File: config.mk
export PLATFORM = sky130hd
export DESIGN_NAME = flush_pipe_buffer
export DESIGN_NICKNAME = d
export VERILOG_FILES = /design/src/rtl/flush_pipe_buffer_pkg.sv /design/src/rtl/flush_pipe_buffer_wrap_ctr.sv /design/src/rtl/flush_pipe_buffer.sv
export SDC_FILE = /design/constraint.sdc
export NUM_CORES = 1
export LEC_CHECK = 0
export ABC_AREA = 1
export BUFFER_PORTS_ARGS = -buffer_cell sky130_fd_sc_hd__buf_2
export CORE_MARGIN = 2
export CORE_UTILIZATION = 55
export CTS_BUF_LIST = sky130_fd_sc_hd__clkbuf_4 sky130_fd_sc_hd__clkbuf_8
export DETAILED_ROUTE_END_ITERATION = 12
export PLACE_DENSITY = 0.86
export SLEW_MARGIN = 5
export SYNTH_ARGS = -nofsm -noshare
export SYNTH_HDL_FRONTEND = slang
export SYNTH_SLANG_ARGS = --single-unit
File: constraint.sdc
create_clock -name clk -period 5.05 [get_ports clk]
set_clock_uncertainty 0.1 [all_clocks]
set_input_delay 1.01 -clock clk [delete_from_list [all_inputs] [get_ports clk]]
set_output_delay 1.01 -clock clk [all_outputs]
set_load 0.005 [all_outputs]
File: src/rtl/flush_pipe_buffer_pkg.sv
// Shared constants and helpers for the inter-stage valid/ready buffer.
package flush_pipe_buffer_pkg;

  localparam int unsigned FLUSH_PIPE_DEPTH_DEFAULT = 2;

  // A one-entry array still needs a one-bit index.
  function automatic int unsigned ptr_width(input int unsigned n);
    return (n > 1) ? $clog2(n) : 1;
  endfunction

endpackage

File: src/rtl/flush_pipe_buffer_wrap_ctr.sv
// Modulo-N pointer with increment and synchronous clear; N need not be a power of two.
module wrap_ctr
  import flush_pipe_buffer_pkg::*;
#(
  parameter int unsigned N = 2,
  parameter int unsigned W = ptr_width(N)
) (
  input  logic         clk,
  input  logic         rstn,
  input  logic         inc,
  input  logic         clr,
  output logic [W-1:0] val
);

  always_ff @(posedge clk or negedge rstn) begin
    if (!rstn) begin
      val <= '0;
    end else if (clr) begin
      val <= '0;
    end else if (inc) begin
      val <= (val == W'(N - 1)) ? '0 : val + W'(1);
    end
  end

endmodule

File: src/rtl/flush_pipe_buffer.sv
// Parametrised valid/ready stage buffer with occupancy, synchronous flush and
// optional ready pass-through when full.
module flush_pipe_buffer
  import flush_pipe_buffer_pkg::*;
#(
  parameter int unsigned DATA_W     = 32,
  parameter int unsigned DEPTH      = FLUSH_PIPE_DEPTH_DEFAULT,
  parameter int unsigned READY_PASS = 0,
  parameter int unsigned CNT_W      = $clog2(DEPTH + 1)
) (
  input  logic              clk,
  input  logic              rstn,
  input  logic              i_valid,
  output logic              o_ready,
  input  logic [DATA_W-1:0] i_data,
  output logic              o_valid,
  input  logic              i_ready,
  output logic [DATA_W-1:0] o_data,
  input  logic              i_flush,
  output logic [CNT_W-1:0]  o_count,
  output logic              o_empty,
  output logic              o_full
);

  localparam int unsigned PTR_W = ptr_width(DEPTH);

  logic [DATA_W-1:0] mem [DEPTH];
  logic [PTR_W-1:0]  wr_ptr;
  logic [PTR_W-1:0]  rd_ptr;
  logic [CNT_W-1:0]  count;
  logic              push;
  logic              pop;

  assign o_count = count;
  assign o_empty = (count == '0);
  assign o_full  = (count == CNT_W'(DEPTH));
  assign o_valid = ~o_empty;
  assign o_data  = mem[rd_ptr];

  generate
    if (READY_PASS != 0) begin : g_ready_pass
      assign o_ready = ~o_full | i_ready;
    end else begin : g_ready_reg
      assign o_ready = ~o_full;
    end
  endgenerate

  assign push = i_valid & o_ready & ~i_flush;
  assign pop  = o_valid & i_ready & ~i_flush;

  wrap_ctr #(.N(DEPTH), .W(PTR_W)) u_wr_ptr (
    .clk  (clk),
    .rstn (rstn),
    .inc  (push),
    .clr  (i_flush),
    .val  (wr_ptr)
  );

  wrap_ctr #(.N(DEPTH), .W(PTR_W)) u_rd_ptr (
    .clk  (clk),
    .rstn (rstn),
    .inc  (pop),
    .clr  (i_flush),
    .val  (rd_ptr)
  );

  // Full-with-pop writes the slot being read this cycle; the read sees the old value.
  always_ff @(posedge clk) begin
    if (push) begin
      mem[wr_ptr] <= i_data;
    end
  end

  always_ff @(posedge clk or negedge rstn) begin
    if (!rstn) begin
      count <= '0;
    end else if (i_flush) begin
      count <= '0;
    end else if (push && !pop) begin
      count <= count + CNT_W'(1);
    end else if (pop && !push) begin
      count <= count - CNT_W'(1);
    end
  end

  a_no_overflow : assert property (@(posedge clk) disable iff (!rstn)
    (count <= CNT_W'(DEPTH)) && !(o_full && push && !pop));
  a_no_underflow : assert property (@(posedge clk) disable iff (!rstn)
    !(o_empty && pop));

endmodule
==> impl_metrics.env <==
export IMPL_run_status="completed"
export IMPL_intPower_uw=974
export IMPL_worstReg2RegStart="u_rd_ptr.val"
export IMPL_final_layout_size_suffix_gt1_frac=0.351
export IMPL_worstPathMaxFanout=34
export IMPL_yosysMostFrequentCell="sky130_fd_sc_hd__nand2_1"
export IMPL_critical_path_n_buffers_inverters=3
export IMPL_synth_warning_count=0
export IMPL_switching_power_uw=325
export IMPL_grt_start_max_net_pins=35
export IMPL_path_class="flip-flop to output port"
export IMPL_antenna_diode_count=0
export IMPL_reported_max_cap_violation_count=0
export IMPL_design_final_nets=325
export IMPL_syn_cell_area_um2=2600
export IMPL_placement_setup_worst_slack_ns=1.93
export IMPL_slowest_stage="sky130_fd_sc_hd__clkinv_1"
export IMPL_ir_worst_vdd_v=0.000247
export IMPL_drt_initial_drc_count=160
export IMPL_slew_violations=0
export IMPL_timing_critical_path_cells="buf_4, clkinv_1, nand2_1, nand2_1, buf_2"
export IMPL_clock_power_share=0.315
export IMPL_design_die_area_um2=5290
export IMPL_grt_first_pass_wirelength_mm=6.80
export IMPL_critical_path_most_common_cell="sky130_fd_sc_hd__nand2_1"
export IMPL_synth_edf_count=64
export IMPL_post_cts_resized_instances=0
export IMPL_final_fill_count=345
export IMPL_drc_errors=0
export IMPL_timing_setup_tns_ns=0
export IMPL_globalplace_congestion=0.782
export IMPL_rsz0062_at_grt="false"
export IMPL_ys_async_sr_fraction=0.0588
export IMPL_total_global_routing_track_utilization=0.179
export IMPL_via_count_of_the_first_global_routing_pass=1576
export IMPL_power_share_combinational=0.167
export IMPL_setup_worst_path_end_class="output port"
export IMPL_number_of_vias_per_cell_after_detailed_routing=4.90
export IMPL_timing_final_setup_violations=0
export IMPL_timing_reg2reg_worst_path_depth=4
export IMPL_reg2reg_to="u_rd_ptr.val"
export IMPL_io_pin_count=75
export IMPL_achievable_frequency_ghz=0.292
export IMPL_detail_route_wl_per_cell_um=13.1
export IMPL_syn_mean_instance_area_um2=12.4
export IMPL_antenna_violations_before_repair=0
export IMPL_clk_latency_ns=0.32
export IMPL_synthDominantAreaCellType="sky130_fd_sc_hd__edfxtp_1"
export IMPL_register_area_um2=2020
export IMPL_die_height_um=72.8
export IMPL_cts_htree_levels=3
export IMPL_grt_ovfl_total=0
export IMPL_initial_utilization=0.562
export IMPL_kind_of_path_behind_the_tightest_hold_check="primary input to asynchronous set/reset pin"
export IMPL_power_static_leakage_uw=0.00143
export IMPL_layout_core_utilization=0.693
export IMPL_dp_hpwl_mm=2.93
export IMPL_floorplan_core_area_um2=4630
export IMPL_ys_seq_area_frac=0.778
export IMPL_drt_antenna_violating_nets=0
export IMPL_post_route_min_period_ns=3.43
export IMPL_synth_common_cells="sky130_fd_sc_hd__nand2_1 (109), sky130_fd_sc_hd__edfxtp_1 (64)"
export IMPL_cp_data_required_time_ns=3.94
export IMPL_areaGrowthSynthToFinish_pct=23.4
export IMPL_regToRegSetupSlack_ns=2.81
export IMPL_cts_clk_slew_worst_paths_ns=0.07
export IMPL_rel_slew_slack=0.382
export IMPL_tritoncts="yes"
export IMPL_cell_types_occupying_the_most_area_after_synthesis="sky130_fd_sc_hd__edfxtp_1 (74%), sky130_fd_sc_hd__nand2_1 (16%), sky130_fd_sc_hd__dfrtp_1 (3.8%), sky130_fd_sc_hd__nand2_4 (0.87%), sky130_fd_sc_hd__buf_2 (0.77%)"
export IMPL_power_share_sequential=0.518
export IMPL_post_cts_hold_buffer_count=0
export IMPL_family_of_cells_with_the_greatest_summed_delay_on_the_critical_path="buffers and inverters"
export IMPL_cts_max_path_buffers=2
export IMPL_clkSinkCount=68
export IMPL_crit_path_start_kind="flip-flop"
export IMPL_cts_root_buf="sky130_fd_sc_hd__clkbuf_8"
export IMPL_post_detailed_routing_wire_length_mm=4.52
export IMPL_synthDominantCellAreaShare=0.739
export IMPL_synthDistinctLibCells=18
export IMPL_dr_pass1_iters=4
export IMPL_vias=1691
export IMPL_min_period_over_period=0.678
export IMPL_swShare=0.250
export IMPL_syn_num_nets=246
export IMPL_placement_io_buffers=74
export IMPL_multi_input_comb_area_um2=532
export IMPL_cts_buffers=9
export IMPL_fp_dieW_um=72.8
export IMPL_tightest_slew_ns=0.925
export IMPL_post_synth_inst_count=209
export IMPL_peak_per_stage_delay_on_the_critical_path_ns=0.82
export IMPL_row_count=25
export IMPL_postSynthRegisterBits=68
export IMPL_power_density_nw_per_um2=405
export IMPL_finalWorstSetupSlack_ns=1.62
export IMPL_worstPathArrival_ns=2.32
export IMPL_cts_setup_buffers=0
export IMPL_hold_violations=0
export IMPL_yosys_most_used_dff="sky130_fd_sc_hd__edfxtp_1"
[worst max-delay path by stage]
stage                  from    endpoint  slack (ns)  depth (start not counted)
3_3_place_gp   u_rd_ptr.val   o_data[6]        2.04                          5
3_5_place_dp   u_rd_ptr.val  o_data[22]        1.93                          5
2_1_floorplan       i_flush   mem[0][0]        1.94                          3
4_1_cts        u_rd_ptr.val  o_data[22]        1.56                          5
6_report       u_rd_ptr.val  o_data[22]        1.62                          5
5_1_grt        u_rd_ptr.val   o_data[9]        1.36                          5
[cell type report]
cell class,count,share of cell area
Inverter,8,0.00936
Clock buffer,11,0.0433
Multi-Input combinational cell,126,0.166
Clock inverter,3,0.0125
Sequential cell,68,0.630
Tap cell,54,0.0211
Timing Repair Buffer,75,0.118
[worst register-to-register path, cell delays in order (launching register included)]
cell and delay, ns:
sky130_fd_sc_hd__dfrtp_1 0.34, sky130_fd_sc_hd__buf_4 0.32, sky130_fd_sc_hd__clkinv_1 0.83, sky130_fd_sc_hd__o21ai_0 0.42
sky130_fd_sc_hd__a21oi_1 0.08
[placed cells by master (no fill, tap or decap), drive strengths merged]
master,count
nand2,114
clkinv,3
clkbuf,11
nor2,5
bufinv,1
inv,7
o22ai,1
edfxtp,64
nand3,2
o21ai,1
a21oi,3
dfrtp,4
buf,75
[stage by stage]
stage	cell area (µm²)	hold slack, ns	total power [µW]	instances
3_5_place_dp	3030	0.448	904	331
2_1_floorplan	2600	0.359	803	209
3_3_place_gp	3030	0.442	896	331
5_1_grt	3210	0.364	1360	345
6_report	3210	0.376	1300	345
4_1_cts	3210	0.361	1310	345
[flip-flops by register name (all words and copies together), names as in the netlist]
register	count
u_wr_ptr.val	1
mem	64
o_count	2
u_rd_ptr.val	1
[power groups by stage]
| stage | Combinational [µW] | Clock [µW] | Sequential, µW |
|---|---|---|---|
| 2_1_floorplan | 122 | 0 | 682 |
| 3_3_place_gp | 213 | 0 | 682 |
| 3_5_place_dp | 220 | 0 | 684 |
| 4_1_cts | 221 | 415 | 673 |
| 5_1_grt | 244 | 441 | 675 |
| 6_report | 217 | 409 | 673 |
[per-layer routing]
| layer | vias up | track usage | wire length [µm] |
|---|---|---|---|
| met3 | 12 | 0.0566 | 262 |
| met1 | 776 | 0.196 | 1800 |
| met2 | 57 | 0.304 | 2360 |
| met5 | - | 0 | 0 |
| li1 | 846 | - | - |
| met4 | 0 | 0.105 | 104 |
[logic make-up (layout without fill, tap and decap cells)]
group                  Yosys count  count (layout)  share of synthesized area
AND/OR/NAND/NOR                121             121                      0.187
flip-flops                      68              68                      0.778
buffers and inverters           15              97                     0.0236
AO/OA/AOI/OAI                    5               5                     0.0116
No activity file was read; power rests on OpenSTA's default activity.
